<file path="src/rtl/iir_pkg.sv">
`default_nettype none
// ============================================================================
//  Package : iir_pkg
//  Purpose : Shared IEEE-754 single-precision field layout, constants and
//            operand classification for the IIR float-to-fixed output stage.
//  Contents: float_t struct, FLT_* constants, fclass_t enum, classify().
//  Revision: 1.0  initial release
// ============================================================================
package iir_pkg;

    typedef struct packed {
        logic        sign;
        logic [7:0]  exp;
        logic [22:0] man;
    } float_t;

    localparam int FLT_BIAS    = 127;
    localparam int FLT_MAN_W   = 23;
    localparam int FLT_EXP_MAX = 255;

    typedef enum logic [1:0] {
        ZERO = 2'd0,
        NORM = 2'd1,
        INF  = 2'd2,
        NAN  = 2'd3
    } fclass_t;

    // Denormals are deliberately folded into ZERO: their magnitude is far
    // below one LSB for every supported FRAC_BITS.
    function automatic fclass_t classify(input float_t f);
        fclass_t c;
        if (f.exp == 8'd0)
            c = ZERO;
        else if (f.exp == 8'(FLT_EXP_MAX))
            c = (f.man != '0) ? NAN : INF;
        else
            c = NORM;
        return c;
    endfunction

endpackage
`default_nettype wire

</file>
<file path="src/rtl/iir_f2q_sat.sv">
`default_nettype none
// ============================================================================
//  Module  : iir_f2q_sat
//  Purpose : Combinational final stage of the float-to-fixed converter:
//            optional round-half-away, sign application, saturation, flags.
//  Ports   : sign, cls, mag, pre_ovf, [guard]  -> aligned operand
//            value, flag_ovf, flag_nan         -> fixed-point result
//  Config  : IIR_F2Q_ROUND_EN selects round-to-nearest (ties away) instead
//            of truncation toward zero; the guard port exists only then.
//  Revision: 1.0  initial release
// ============================================================================
module iir_f2q_sat
    import iir_pkg::*;
#(
    parameter int OUT_W = 16
) (
    input  logic             sign,
    input  fclass_t          cls,
    input  logic [OUT_W-1:0] mag,
    input  logic             pre_ovf,
`ifdef IIR_F2Q_ROUND_EN
    input  logic             guard,
`endif
    output logic [OUT_W-1:0] value,
    output logic             flag_ovf,
    output logic             flag_nan
);

    localparam logic [OUT_W-1:0] POS_SAT = {1'b0, {(OUT_W-1){1'b1}}};
    localparam logic [OUT_W-1:0] NEG_SAT = {1'b1, {(OUT_W-1){1'b0}}};
    // 2^(OUT_W-1): the largest magnitude a negative result may carry.
    localparam logic [OUT_W:0]   MAG_LIM = {2'b01, {(OUT_W-1){1'b0}}};

    // One extra bit so a rounding carry out of the top is still visible.
    logic [OUT_W:0] rounded;

    always_comb begin
`ifdef IIR_F2Q_ROUND_EN
        rounded = {1'b0, mag} + {{OUT_W{1'b0}}, guard};
`else
        rounded = {1'b0, mag};
`endif
        value    = '0;
        flag_ovf = 1'b0;
        flag_nan = 1'b0;
        if (cls == NAN) begin
            flag_nan = 1'b1;
        end else if (cls == INF || pre_ovf) begin
            flag_ovf = 1'b1;
            value    = sign ? NEG_SAT : POS_SAT;
        end else if (!sign) begin
            if (rounded >= MAG_LIM) begin
                flag_ovf = 1'b1;
                value    = POS_SAT;
            end else begin
                value = rounded[OUT_W-1:0];
            end
        end else begin
            if (rounded > MAG_LIM) begin
                flag_ovf = 1'b1;
                value    = NEG_SAT;
            end else begin
                // Exactly 2^(OUT_W-1) negates onto NEG_SAT without overflow.
                value = '0 - rounded[OUT_W-1:0];
            end
        end
    end

endmodule
`default_nettype wire

</file>
<file path="src/rtl/iir_f2q.sv">
`default_nettype none
// ============================================================================
//  Module  : iir_f2q
//  Purpose : Pipelined IEEE-754 single to saturated signed fixed-point
//            converter with valid/ready on both sides. Output value is
//            x * 2^FRAC_BITS, truncated or rounded, clamped to OUT_W bits.
//  Ports   : clk, reset_l (async, active-low)
//            i_signal[31:0], i_valid, i_ready      -> float input side
//            o_signal[OUT_W-1:0], o_valid, o_ready -> fixed output side
//            o_ovf (saturated / Inf), o_nan (input was NaN)
//  Config  : IIR_F2Q_ROUND_EN -> round to nearest, ties away from zero;
//            undefined -> truncate toward zero.
//  Timing  : sample accepted at edge N is presented after edge N+3.
//  Revision: 1.0  initial release
// ============================================================================
module iir_f2q
    import iir_pkg::*;
#(
    parameter int OUT_W     = 16,
    parameter int FRAC_BITS = 0
) (
    input  logic             clk,
    input  logic             reset_l,
    input  logic [31:0]      i_signal,
    input  logic             i_valid,
    output logic             i_ready,
    output logic [OUT_W-1:0] o_signal,
    output logic             o_valid,
    input  logic             o_ready,
    output logic             o_ovf,
    output logic             o_nan
);

    // Exponent offset that turns a biased exponent into a left-shift count
    // of the 24-bit significand (negative results mean a right shift).
    localparam int SH_OFS = FLT_BIAS + FLT_MAN_W - FRAC_BITS;

    // Whole pipe moves as one; a stalled output freezes every stage.
    logic adv;
    assign adv     = !o_valid || o_ready;
    assign i_ready = adv;

    // ---------------- capture register -------------------------------------
    logic   cap_v;
    float_t cap_f;

    // ---------------- S1: unpack / classify --------------------------------
    logic        s1_v;
    logic        s1_sign;
    logic [7:0]  s1_exp;
    logic [23:0] s1_sig;
    fclass_t     s1_cls;

    // ---------------- S2: align --------------------------------------------
    logic             s2_v;
    logic             s2_sign;
    fclass_t          s2_cls;
    logic [OUT_W-1:0] s2_mag;
    logic             s2_pre_ovf;
`ifdef IIR_F2Q_ROUND_EN
    logic             s2_guard;
    logic             guard_nxt;
    logic [24:0]      rsh;
`endif

    logic [9:0]  shamt;
    logic [9:0]  rshamt;
    logic [63:0] int_part;
    logic        far_left;

    // ---------------- S3: output register ----------------------------------
    logic             out_v;
    logic [OUT_W-1:0] out_sig;
    logic             out_ovf;
    logic             out_nan;

    logic [OUT_W-1:0] sat_value;
    logic             sat_ovf;
    logic             sat_nan;

    // Alignment. int_part is wide enough that a 24-bit significand shifted
    // left by up to 40 never loses a set bit; anything further is flagged
    // directly since OUT_W never exceeds 32.
    always_comb begin
        shamt    = 10'({2'b00, s1_exp}) - 10'(SH_OFS);
        rshamt   = 10'd0 - shamt;
        int_part = '0;
        far_left = 1'b0;
`ifdef IIR_F2Q_ROUND_EN
        guard_nxt = 1'b0;
        rsh       = '0;
`endif
        if (s1_cls == NORM) begin
            if (!shamt[9]) begin
                if (shamt > 10'd40)
                    far_left = 1'b1;
                else
                    int_part = {40'd0, s1_sig} << shamt[5:0];
            end else if (rshamt < 10'd25) begin
`ifdef IIR_F2Q_ROUND_EN
                rsh       = {s1_sig, 1'b0} >> rshamt[4:0];
                int_part  = {40'd0, rsh[24:1]};
                guard_nxt = rsh[0];
`else
                int_part  = {40'd0, s1_sig >> rshamt[4:0]};
`endif
            end
        end
    end

    always_ff @(posedge clk or negedge reset_l) begin
        if (!reset_l) begin
            cap_v      <= 1'b0;
            cap_f      <= '0;
            s1_v       <= 1'b0;
            s1_sign    <= 1'b0;
            s1_exp     <= '0;
            s1_sig     <= '0;
            s1_cls     <= ZERO;
            s2_v       <= 1'b0;
            s2_sign    <= 1'b0;
            s2_cls     <= ZERO;
            s2_mag     <= '0;
            s2_pre_ovf <= 1'b0;
`ifdef IIR_F2Q_ROUND_EN
            s2_guard   <= 1'b0;
`endif
            out_v      <= 1'b0;
            out_sig    <= '0;
            out_ovf    <= 1'b0;
            out_nan    <= 1'b0;
        end else if (adv) begin
            cap_v      <= i_valid;
            cap_f      <= i_signal;

            s1_v       <= cap_v;
            s1_sign    <= cap_f.sign;
            s1_exp     <= cap_f.exp;
            s1_sig     <= {(cap_f.exp != 8'd0), cap_f.man};
            s1_cls     <= classify(cap_f);

            s2_v       <= s1_v;
            s2_sign    <= s1_sign;
            s2_cls     <= s1_cls;
            s2_mag     <= int_part[OUT_W-1:0];
            s2_pre_ovf <= far_left | (|int_part[63:OUT_W]);
`ifdef IIR_F2Q_ROUND_EN
            s2_guard   <= guard_nxt;
`endif

            out_v <= s2_v;
            // Data only loads on a real sample so a bubble leaves the last
            // result in place instead of churning the output bus.
            if (s2_v) begin
                out_sig <= sat_value;
                out_ovf <= sat_ovf;
                out_nan <= sat_nan;
            end
        end
    end

    iir_f2q_sat #(
        .OUT_W (OUT_W)
    ) u_sat (
        .sign     (s2_sign),
        .cls      (s2_cls),
        .mag      (s2_mag),
        .pre_ovf  (s2_pre_ovf),
`ifdef IIR_F2Q_ROUND_EN
        .guard    (s2_guard),
`endif
        .value    (sat_value),
        .flag_ovf (sat_ovf),
        .flag_nan (sat_nan)
    );

    assign o_valid  = out_v;
    assign o_signal = out_sig;
    assign o_ovf    = out_ovf;
    assign o_nan    = out_nan;

endmodule
`default_nettype wire

</file>
<file path="config.mk">
export PLATFORM = sky130hd
export DESIGN_NAME = iir_f2q
export DESIGN_NICKNAME = d
export VERILOG_FILES = /design/src/rtl/iir_pkg.sv /design/src/rtl/iir_f2q_sat.sv /design/src/rtl/iir_f2q.sv
export SDC_FILE = /design/constraint.sdc
export NUM_CORES = 1
export LEC_CHECK = 0
export BUFFER_PORTS_ARGS = -buffer_cell sky130_fd_sc_hd__clkbuf_2
export CAP_MARGIN = 15
export CORE_MARGIN = 5
export CORE_UTILIZATION = 45
export CTS_BUF_LIST = sky130_fd_sc_hd__clkbuf_8
export CTS_CLUSTER_DIAMETER = 40
export DETAILED_ROUTE_END_ITERATION = 6
export PLACE_DENSITY = 0.73
export SETUP_SLACK_MARGIN = 0.02
export SKIP_LAST_GASP = 1
export SYNTH_ARGS = -nofsm -noshare
export SYNTH_HDL_FRONTEND = slang
export SYNTH_HIERARCHICAL = 1
export SYNTH_SLANG_ARGS = --single-unit
</file>
<file path="constraint.sdc">
create_clock -name clk -period 3.4 [get_ports clk]
set_input_delay 0.51 -clock clk [delete_from_list [all_inputs] [get_ports clk]]
set_output_delay 0.51 -clock clk [all_outputs]
set_load 0.02 [all_outputs]
</file>
==> results of run 1 <==
==> routing by layer <==
| layer | wire length, um | track usage, % | vias to the layer above |
|---|---|---|---|
| li1 | - | - | 3460 |
| met1 | 10040 | 31.31 | 3540 |
| met2 | 10260 | 32.32 | 298 |
| met3 | 1666 | 3.052 | 30 |
| met4 | 550 | 6.950 | 0 |
| met5 | 0 | 0 | - |
==> flip-flops by register name (all words and copies together), names as in the netlist, 2 cells and up <==
signal / count
cap_f: 32
o_signal: 16
s1_cls: 2
s1_exp: 8
s1_sig: 24
s2_cls: 2
s2_mag: 16
==> Yosys cell counts, types with 6 or more instances <==
| cell | number |
|---|---|
| o211ai_1 | 8 |
| o21a_1 | 8 |
| o21ai_0 | 28 |
| and3_1 | 6 |
| o22ai_1 | 10 |
| o21ai_1 | 7 |
| or2_2 | 6 |
| a22oi_1 | 9 |
| inv_1 | 10 |
| mux2_2 | 32 |
| mux4_2 | 34 |
| nor2_1 | 41 |
| a31oi_1 | 15 |
| nor2b_1 | 11 |
| buf_2 | 14 |
| buf_4 | 10 |
| o31ai_1 | 7 |
| o221ai_1 | 8 |
| nand2_1 | 262 |
| nor4_1 | 10 |
| xnor2_1 | 9 |
| a21oi_1 | 18 |
| nand4_1 | 10 |
| clkbuf_1 | 46 |
| dfrtp_1 | 109 |
| buf_6 | 6 |
| nand2b_1 | 8 |
| nand3_1 | 11 |
| mux2i_1 | 40 |
| a211oi_1 | 12 |
| nor3_1 | 22 |
==> cells by family (layout without fill, tap and decap cells) <==
logic type / Yosys count / after routing
AND/OR/NAND/NOR: 416 / 416
AO/OA/AOI/OAI: 192 / 192
multiplexers: 112 / 112
flip-flops: 109 / 109
buffers and inverters: 92 / 109
XOR/XNOR: 15 / 15
adder cells (fa/ha/maj): 5 / 5
==> metrics by stage <==
stage          area, sq um  utilization (%)  std cells  setup WS, ns  hold slack [ns]
2_1_floorplan         8290                -        941        0.5247           0.2144
3_3_place_gp          8700            48.26       1171        0.5396           0.4507
3_5_place_dp          8700            48.26       1171        0.5006           0.4600
4_1_cts               8917            49.47       1187        0.4773           0.2330
5_1_grt               8917            49.47       1187        0.2937           0.2886
6_report              8917            49.47       1187        0.4418           0.2319
==> final cells by class <==
type	count	area [sq um]	share of cell area (%)
flip-flops and latches	109	2729	30.60
well taps	229	286.5	3.213
inverters	12	45.04	0.5051
repair buffers	81	510.5	5.725
clock buffers	10	137.6	1.543
multi-input cells	740	5129	57.51
clock inverters	6	80.08	0.8980
==> worst max-delay path by stage <==
stage	to	slack, ns
final	s2_pre_ovf$_DFFE_PN0N_	0.44
after global routing	s2_pre_ovf$_DFFE_PN0N_	0.29
after CTS	s2_pre_ovf$_DFFE_PN0N_	0.48
after detailed placement	s2_pre_ovf$_DFFE_PN0N_	0.50
after global placement	s2_pre_ovf$_DFFE_PN0N_	0.54
after floorplan	s2_mag[1]$_DFFE_PN0N_	0.52
==> layout by cell type, fill, tap and decap left out, drive strengths merged, types with 9 or more instances in the layout <==
master	n
nand2	262
dfrtp	109
clkbuf	64
nor2	41
mux2i	40
mux4	36
mux2	36
o21ai	36
buf	27
nor3	23
a21oi	19
a31oi	15
inv	14
a211oi	13
nand3	11
nor2b	11
nor4	11
xnor2	11
o22ai	10
nand4	10
a22oi	9
nand2b	9
==> results by group, run 1 <==
Cells and area
  – Area grow syn2layout: 7.561%
  – # diodes: 0
  – # nets final: around 990
  – # fillers: 1741
  – Share of layout cells above drive strength 1: 20.15%

Detailed routing
  – DRC violations left: 0
  – Post-route ant nets: 0
  – WL final: 22520 um
  – Initial DRC Count: 968
  – Post-DR vias/cell: 6.174
  – DRT Pass-1 Iters: 5
  – DR WL/cell: 18.97 um
  – Via count: between 7000 and 8000

Yosys
  – Largest family of logic cells by synthesized area: simple AND/OR/NAND/NOR gates
  – Adder-Cell Fraction of Synth Area: less than 1%
  – Syn_area_per_cell: 8.810 sq um
  – Register area share after synthesis: 32.90%
  – Post-synthesis simple-gate area fraction: 22.94%
  – Main synth FF type: dfrtp_1
  – Cell count after synthesis: 941
  – Yosys top cell by area: dfrtp_1
  – Post-synth design cell area: 8290 sq um
  – Ys async rst share: between 90% and 100%
  – Xor/xnor cell area share of the yosys netlist: 1.766%
  – Ranking of synthesized cells by area: dfrtp_1 33%, nand2_1 12%, mux4_2 9.2%, mux2i_1 4.8%, mux2_2 4.3%
  – EDFF count, synth: 0
  – Compound-Gate Fraction of Synth Area: 16.66%
  – Syn_nets: 981
  – Post-synth top area share: 32.90%
  – Mux cell area share after synthesis: 19.59%
  – Distinct cell type count after synthesis: 86
  – Flops & latches, synth: 109
  – Synth warn: 6

Floorplan
  – Die Y: 145.7 um
  – Die X: 145.7 um
  – IO Count: 56
  – Starting Density: 45.99%
  – DIE AREA: 21240 sq um
  – Row count: 49
  – Core Area: about 18000 sq um

Clocking
  – Post-cts resize count: 0
  – Clock Sinks: 109
  – CTS tree: done
  – Post CTS Setup Buffer Count: 0
  – Clock transition at the registers of the reported paths: 0.10 ns
  – Hold-fix buffers, CTS: 0
  – TritonCTS Buffers: 9
  – Clock Tree Buf Depth: 2
  – H-Tree Depth: 3
  – Clk root buf: clkbuf_8
  – Clock latency on the worst-skew pair: 0.40 ns

GRT
  – Vias in the first global route: 6947
  – First-pass GRT wire length: 37830 um
  – Initial antenna violation count: 0
  – GRT overflow: 0
  – Pin count of the biggest net entering global routing: 87
  – GRT Total Usage: between 20% and 30%

Critical path
  – Critical Path Stages: 10
  – Largest stage delay, worst path: 0.60 ns
  – RR Startpoint: s1_exp[0]$_DFFE_PN0N_
  – R2r worst-path depth: 10
  – Crit path top cell by count: mux2i_1
  – Crit path capture type: flop
  – Max stage delay cell, worst path: ha_1
  – Crit path max-delay family: compound AO/OA/AOI/OAI gates
  – FF-to-FF End: s2_pre_ovf$_DFFE_PN0N_
  – CP startpoint kind: flop
  – Peak fanout along the critical path: 19
  – Worst Setup SP: s1_exp[0]$_DFFE_PN0N_
  – Critical path cell sequence: inv_1, ha_1, buf_12, mux2i_1, mux2i_1, o31a_1, nor4b_1, o41ai_1, a21boi_1, a31oi_1
  – CP required: roughly 3.7 ns
  – R2r setup slk: ~0.44 ns
  – CP Class: flop to flop
  – WP data arrival: roughly 3.2 ns
  – Buf/Inv on CP: 2

Timing
  – Final period utilization: 87.01%
  – Final count of negative-setup-slack endpoints: 0
  – Max Freq: roughly 340 MHz
  – Fin. Hold Viols: 0
  – Relative slew margins: 25.06%
  – RSZ-0062 raised after global routing: false
  – Slew Viols, Final: 0
  – Worst Skew: roughly 0.016 ns
  – TNS Setup: 0 ns
  – Worst-margin pin slew: 1.114 ns
  – Post-route minimum period: roughly 3.0 ns

Run status
  – Status: finished clean

Place
  – Post-DP HPWL: 16290 um
  – Port-buffer cells: 55
  – Routability cong.: 0.9504

Min path
  – Hold Crit Class: primary input to async pin

Run
  – Max Cap Violations: 0
Power of run 1 is not shown: default switching activity piles up to over one toggle a cycle in this logic, so the estimate is an artifact.
==> run 2: changes to the inputs <==
--- a/config.mk
+++ b/config.mk
@@ -12,9 +12,10 @@
 export CTS_BUF_LIST = sky130_fd_sc_hd__clkbuf_8
 export CTS_CLUSTER_DIAMETER = 40
 export DETAILED_ROUTE_END_ITERATION = 6
+export HOLD_SLACK_MARGIN = 0.06
 export PLACE_DENSITY = 0.73
+export RECOVER_POWER = 50
 export SETUP_SLACK_MARGIN = 0.02
-export SKIP_LAST_GASP = 1
 export SYNTH_ARGS = -nofsm -noshare
 export SYNTH_HDL_FRONTEND = slang
 export SYNTH_HIERARCHICAL = 1
==> run 2 against run 1 <==
The run now ends with capacitance limit, slew limit left; register-to-register slack about the same; first-iteration DRC count decreased by 1.0%; global-route usage unchanged; via count increased by 1.0%; wire length about the same; highest routed layer unchanged; fmax about the same.
==> results by group, run 2 (synthesis results as in run 1) <==
Clocking
  – CTS tree: done
  – Clock Sinks: 109 (unchanged)
  – Clk root buf: clkbuf_8
  – Clock latency on the worst-skew pair: 0.40 ns (about the same)
  – Clock transition at the registers of the reported paths: 0.12 ns (+0.02 ns)
  – TritonCTS Buffers: 9 (unchanged)
  – Hold-fix buffers, CTS: 0 (unchanged)
  – Post CTS Setup Buffer Count: 0 (unchanged)
  – Clock Tree Buf Depth: 2 (unchanged)
  – H-Tree Depth: 3 (unchanged)
  – Post-cts resize count: 0 (unchanged)

Timing
  – Final count of negative-setup-slack endpoints: 0 (unchanged)
  – Post-route minimum period: 2.956 ns (-0.002036 ns)
  – Slew Viols, Final: 74 (+74)
  – Fin. Hold Viols: 0 (unchanged)
  – Worst-margin pin slew: 1.777 ns (+0.6630 ns)
  – RSZ-0062 raised after global routing: false
  – Relative slew margins: -18.46% (-44 points)
  – Final period utilization: 86.95% (about the same)
  – Worst Skew: 0.01586 ns (-0.00005550 ns)
  – TNS Setup: 0 ns (unchanged)
  – Max Freq: 338.3 MHz (about the same)

Floorplan
  – Row count: 49 (unchanged)
  – Starting Density: 45.99% (unchanged)
  – DIE AREA: 21240 sq um (unchanged)
  – Core Area: 18020 sq um (unchanged)
  – Die Y: 145.7 um (unchanged)
  – Die X: 145.7 um (unchanged)
  – IO Count: 56 (unchanged)

Detailed routing
  – DRT Pass-1 Iters: 6 (+1)
  – Initial DRC Count: 958 (-1.0%)
  – WL final: 22530 um (about the same)
  – Post-DR vias/cell: 6.236 (+1.0%)
  – DR WL/cell: 18.98 um (about the same)
  – Via count: 7402 (+1.0%)
  – Post-route ant nets: 0 (unchanged)
  – DRC violations left: 0 (unchanged)

GRT
  – GRT Total Usage: 21.28% (unchanged)
  – Vias in the first global route: 6947 (unchanged)
  – GRT overflow: 0 (unchanged)
  – First-pass GRT wire length: 37830 um (unchanged)
  – Pin count of the biggest net entering global routing: 87 (unchanged)
  – Initial antenna violation count: 0 (unchanged)

Critical path
  – WP data arrival: 3.23 ns (about the same)
  – Critical path cell sequence: inv_1, ha_1, buf_12, mux2i_1, mux2i_1, o31a_1, nor4b_1, o41ai_1, a21boi_1, a31oi_1
  – Largest stage delay, worst path: 0.60 ns (about the same)
  – Crit path top cell by count: mux2i_1
  – Crit path capture type: flop
  – R2r setup slk: 0.44 ns (about the same)
  – Peak fanout along the critical path: 19 (unchanged)
  – CP startpoint kind: flop
  – RR Startpoint: s1_exp[0]$_DFFE_PN0N_
  – R2r worst-path depth: 10 (unchanged)
  – CP required: 3.68 ns (about the same)
  – FF-to-FF End: s2_pre_ovf$_DFFE_PN0N_
  – Max stage delay cell, worst path: ha_1
  – CP Class: flop to flop

Min path
  – Hold Crit Class: primary input to flop
  – Hold depth: 3
  – Hold endpoint: cap_v$_DFFE_PN0N_
  – Min-delay src: i_valid

Run
  – Max Cap Violations: 1 (+1)

Cells and area
  – Biggest register: cap_f
  – Most frequent cells in the layout: 262 x nand2_1, 108 x dfrtp_1, 48 x clkbuf_2, 41 x nor2_1, 40 x mux2i_1
  – # diodes: 0 (unchanged)
  – Top flop regs: cap_f (32), s1_sig (24)
  – Commonest non-fill, non-tap cell in the layout: nand2_1
  – Max reg flops: 32 (unchanged)
  – Area grow syn2layout: 7.199%
  – # nets final: 993 (unchanged)
  – Share of layout cells above drive strength 1: 18.89% (-1.3 points)
  – # fillers: 1747 (+0.34%)

Run status
  – Failing checks: capacitance limit, slew limit
  – Status: complete, but fails checks

Place
  – Post-DP HPWL: 16290 um (unchanged)
  – Port-buffer cells: 55 (unchanged)
  – Routability cong.: 0.9504 (unchanged)
-- run 2: layout make-up --
type / instances / area, sq um / area share, %
Timing Repair Buffer: 81 / 488.0 / 5.491
Inverter: 12 / 45.04 / 0.5068
Sequential cell: 109 / 2729 / 30.71
Clock buffer: 10 / 137.6 / 1.549
Tap cell: 229 / 286.5 / 3.224
Clock inverter: 6 / 80.08 / 0.9010
Multi-Input combinational cell: 740 / 5121 / 57.62
-- run 2: worst max-delay path by stage --
stage                                     start                      to  cells after the start
after floorplan           s1_exp[0]$_DFFE_PN0N_   s2_mag[1]$_DFFE_PN0N_                     15
after global routing      s1_exp[0]$_DFFE_PN0N_  s2_pre_ovf$_DFFE_PN0N_                     10
final                     s1_exp[0]$_DFFE_PN0N_  s2_pre_ovf$_DFFE_PN0N_                     10
after CTS                 s1_exp[0]$_DFFE_PN0N_  s2_pre_ovf$_DFFE_PN0N_                     10
after detailed placement  s1_exp[0]$_DFFE_PN0N_  s2_pre_ovf$_DFFE_PN0N_                     10
after global placement    s1_exp[0]$_DFFE_PN0N_  s2_pre_ovf$_DFFE_PN0N_                     10
-- run 2: stage by stage --
step / utilization [%] / instances / cell area, sq um / hold WS, ns / setup slack, ns
after floorplan: - / 941 / 8290 / 0.2144 / 0.5247
after global placement: 48.26 / 1171 / 8700 / 0.4507 / 0.5396
after detailed placement: 48.26 / 1171 / 8700 / 0.4600 / 0.5006
after CTS: 49.47 / 1187 / 8917 / 0.2330 / 0.4773
after global routing: 49.31 / 1187 / 8887 / 0.2886 / 0.2937
final: 49.31 / 1187 / 8887 / 0.2949 / 0.4438
-- run 2: metal layers --
metal / vias to the layer above / GRT usage, % / share of wire (%)
met4: 0 / 6.950 / 2.6
met3: 38 / 3.052 / 7.2
met2: 338 / 32.32 / 46
met5: - / 0 / 0
met1: 3555 / 31.31 / 45
li1: 3471 / - / -
-- run 2: critical path: cells and delay by family (launching register included) --
kind,cells,cell delay (ns)
muxes,2,0.39
DFF,1,0.40
AOI/OAI and AO/OA,4,0.68
and+or+nand+nor,1,0.48
adders and majority gates,1,0.60
buffers and inverters,2,0.29
Power of run 2 is left out for the same reason.
==> run 3: changes to the inputs <==
--- a/config.mk
+++ b/config.mk
@@ -5,6 +5,7 @@
 export SDC_FILE = /design/constraint.sdc
 export NUM_CORES = 1
 export LEC_CHECK = 0
+export ABC_AREA = 1
 export BUFFER_PORTS_ARGS = -buffer_cell sky130_fd_sc_hd__clkbuf_2
 export CAP_MARGIN = 15
 export CORE_MARGIN = 5
==> run 3 against run 2 <==
The run still ends with capacitance limit, slew limit left; clock-buffer cell count fell by 1; wire length fell by 3.3%; setup slack improved by 0.0019 ns; final cell count rose by 25%; utilization fell by 0.30 points; global-route usage rose by 0.89 points; die area fell by 4.3%; non-clock buffer count fell by 7; clock skew rose by 0.00054 ns; critical path depth rose by 3; critical path type unchanged.
==> results by group, run 3 <==
Clocking
  – Clock latency on the worst-skew pair: 0.40 ns (about the same)
  – Hold-fix buffers, CTS: 0 (unchanged)
  – CTS tree: done
  – H-Tree Depth: 3 (unchanged)
  – Post CTS Setup Buffer Count: 0 (unchanged)
  – Clock Sinks: 109 (unchanged)
  – Clk root buf: clkbuf_8
  – Clock transition at the registers of the reported paths: 0.11 ns (about the same)
  – Clock Tree Buf Depth: 2 (unchanged)
  – TritonCTS Buffers: 9 (unchanged)
  – Post-cts resize count: 0 (unchanged)

Run
  – Max Cap Violations: 1 (unchanged)

Timing
  – Worst-margin pin slew: 1.507 ns (-0.2699 ns)
  – TNS Setup: 0 ns (unchanged)
  – Final period utilization: 86.89% (about the same)
  – Slew Viols, Final: 61 (-18%)
  – Fin. Hold Viols: 0 (unchanged)
  – Post-route minimum period: 2.954 ns (-0.001901 ns)
  – RSZ-0062 raised after global routing: false
  – Relative slew margins: -0.4611% (+18 points)
  – Max Freq: 338.5 MHz (about the same)
  – Final count of negative-setup-slack endpoints: 0 (unchanged)
  – Post-route setup slack: 0.4457 ns (+0.001901 ns)
  – Worst Skew: 0.01641 ns (+0.0005443 ns)

Detailed routing
  – Initial DRC Count: 719 (-25%)
  – Via count: 7952 (+7.4%)
  – Post-DR vias/cell: 5.366 (-14%)
  – DR WL/cell: 14.70 um (-23%)
  – DRC violations left: 0 (unchanged)
  – WL final: 21780 um (-3.3%)
  – DRT Pass-1 Iters: 7 (+1)
  – Post-route ant nets: 0 (unchanged)

Cells and area
  – Area grow syn2layout: 7.233% (about the same)
  – # nets final: 1292 (+30%)
  – Most frequent cells in the layout: 501 x nand2_1, 141 x nand3_1, 109 x dfrtp_1, 107 x o21ai_0, 70 x inv_1
  – # diodes: 0 (unchanged)
  – Max reg flops: 32 (unchanged)
  – Final core utilization: 49.01% (-0.30 points)
  – Share of layout cells above drive strength 1: 10.18% (-8.7 points)
  – Biggest register: cap_f
  – Post-Layout Cell Count: 1482 (+25%)
  – Top flop regs: cap_f (32), s1_sig (24)
  – Commonest non-fill, non-tap cell in the layout: nand2_1
  – # fillers: 1835 (+5.0%)

Yosys
  – Ranking of synthesized cells by area: dfrtp_1 35%, nand2_1 24%, nand3_1 8.9%, o21ai_0 6.8%, inv_1 3.3%
  – Syn_area_per_cell: 6.422 sq um (-27%)
  – Commonest cells post-synth: 501 x nand2_1, 141 x nand3_1, 109 x dfrtp_1
  – Post-synth top area share: 34.50% (+1.6 points)
  – Register area share after synthesis: 34.50% (+1.6 points)
  – Ys async rst share: 100.0% (unchanged)
  – Syn_nets: 1271 (+30%)
  – Post-synth design cell area: 7905 sq um (-4.6%)
  – Cell count after synthesis: 1231 (+31%)
  – Distinct cell type count after synthesis: 43 (-50%)
  – Synth warn: 6 (unchanged)
  – Main synth FF type: dfrtp_1
  – EDFF count, synth: 0 (unchanged)
  – Count leader, synth: nand2_1
  – Flops & latches, synth: 109 (unchanged)
  – Yosys top cell by area: dfrtp_1

GRT
  – Initial antenna violation count: 0 (unchanged)
  – Pin count of the biggest net entering global routing: 79 (-9.2%)
  – First-pass GRT wire length: 36930 um (-2.4%)
  – GRT overflow: 0 (unchanged)
  – GRT Total Usage: 22.17% (+0.89 points)
  – Vias in the first global route: 7367 (+6.0%)

Critical path
  – CP Class: flop to flop
  – RR Startpoint: s1_exp[1]$_DFFE_PN0N_
  – WP data arrival: 3.29 ns (+0.06 ns)
  – CP startpoint kind: flop
  – Worst Setup SP: s1_exp[1]$_DFFE_PN0N_
  – Crit path capture type: flop
  – CP required: 3.73 ns (+0.05 ns)
  – Peak fanout along the critical path: 27 (+8)

Floorplan
  – Die Y: 142.5 um (-2.2%)
  – Row count: 48 (-2.0%)
  – DIE AREA: 20320 sq um (-4.3%)
  – Die X: 142.5 um (-2.2%)
  – Core Area: 17300 sq um (-4.0%)
  – IO Count: 56 (unchanged)
  – Starting Density: 45.70% (-0.29 points)

Place
  – Pre-CTS worst setup slack: 0.5143 ns (+0.01368 ns)
  – Routability cong.: 1.023 (+7.7%)
  – Post-DP HPWL: 16640 um (+2.1%)
  – Port-buffer cells: 55 (unchanged)
  – Placed Cells incl. Taps: 1466 (+25%)

Run status
  – Failing checks: capacitance limit, slew limit
  – Status: complete, but fails checks

Min path
  – Hold Crit Class: primary input to flop
  – Min-delay src: i_signal[23]
## run 3: cell count changes in the layout (fill, tap and decap cells not counted), moves of 11 or more
cell	previous run	this run
a21oi_1	18	36
inv_1	10	70
nor2_1	41	67
mux2_2	32	18
nor3_1	22	3
a211oi_1	12	1
nand2_1	262	501
nand3_1	11	141
mux2i_1	40	3
mux4_2	34	0
nor2b_1	11	0
o21ai_0	28	107
## run 3: metrics by stage
step | hold WS [ns] | cell area, sq um
5_1_grt | 0.2925 | 8477
2_1_floorplan | 0.2144 | 7905
4_1_cts | 0.1895 | 8509
6_report | 0.3026 | 8477
3_5_place_dp | 0.4563 | 8294
3_3_place_gp | 0.4511 | 8294
## run 3: final cells by class
type	count	area (sq um)	area share, %
inverters	78	292.8	3.454
repair buffers	74	395.4	4.664
multi-input cells	980	4564	53.85
clock inverters	7	91.34	1.077
flip-flops and latches	109	2728	32.18
clock buffers	9	123.9	1.461
well taps	225	281.5	3.321
## run 3: worst max-delay path: stages (launching register included)
cell and delay [ns]:
dfrtp_1 0.46, ha_1 0.28, xor2_2 0.20, inv_2 0.35, nand2_2 0.11, nand2_4 0.26
o22ai_1 0.11, nand2_1 0.07, nand2_1 0.06, nor2_2 0.43, nand2_1 0.18, o21ai_0 0.20
nand2_1 0.07, o21ai_1 0.11
## run 3: final timing paths
check / endpoint / slack (ns) / depth (start not counted)
hold reg to reg: s1_sign$_DFFE_PN0N_ / 0.48 / 2
hold / removal: cap_f[23]$_DFFE_PN0N_ / 0.30 / 3
setup / recovery: s2_mag[8]$_DFFE_PN0N_ / 0.45 / 13
setup reg to reg: s2_mag[8]$_DFFE_PN0N_ / 0.45 / 13
max in group asynchronous: cap_f[13]$_DFFE_PN0N_ / 1.47 / 2
min in group asynchronous: o_signal[11]$_DFFE_PN0P_ / 0.45 / 1
## run 3: metal layers
layer	GRT usage, %	routed length, um	vias to the layer above	part of all wire (%)
li1	-	-	4051	-
met1	31.38	10040	3628	46
met2	35.81	10090	248	46
met3	3.495	1330	25	6.1
met4	5.203	313	0	1.4
met5	0	0	-	0
## run 3: kinds of logic after synthesis
family / synth area share [%]
XOR/XNOR: 1.504
multiplexers: 2.944
buffers and inverters: 7.756
AO/OA/AOI/OAI: 12.74
flip-flops: 34.50
AND/OR/NAND/NOR: 39.92
adder cells (fa/ha/maj): 0.6331
Power of run 3 is left out for the same reason.
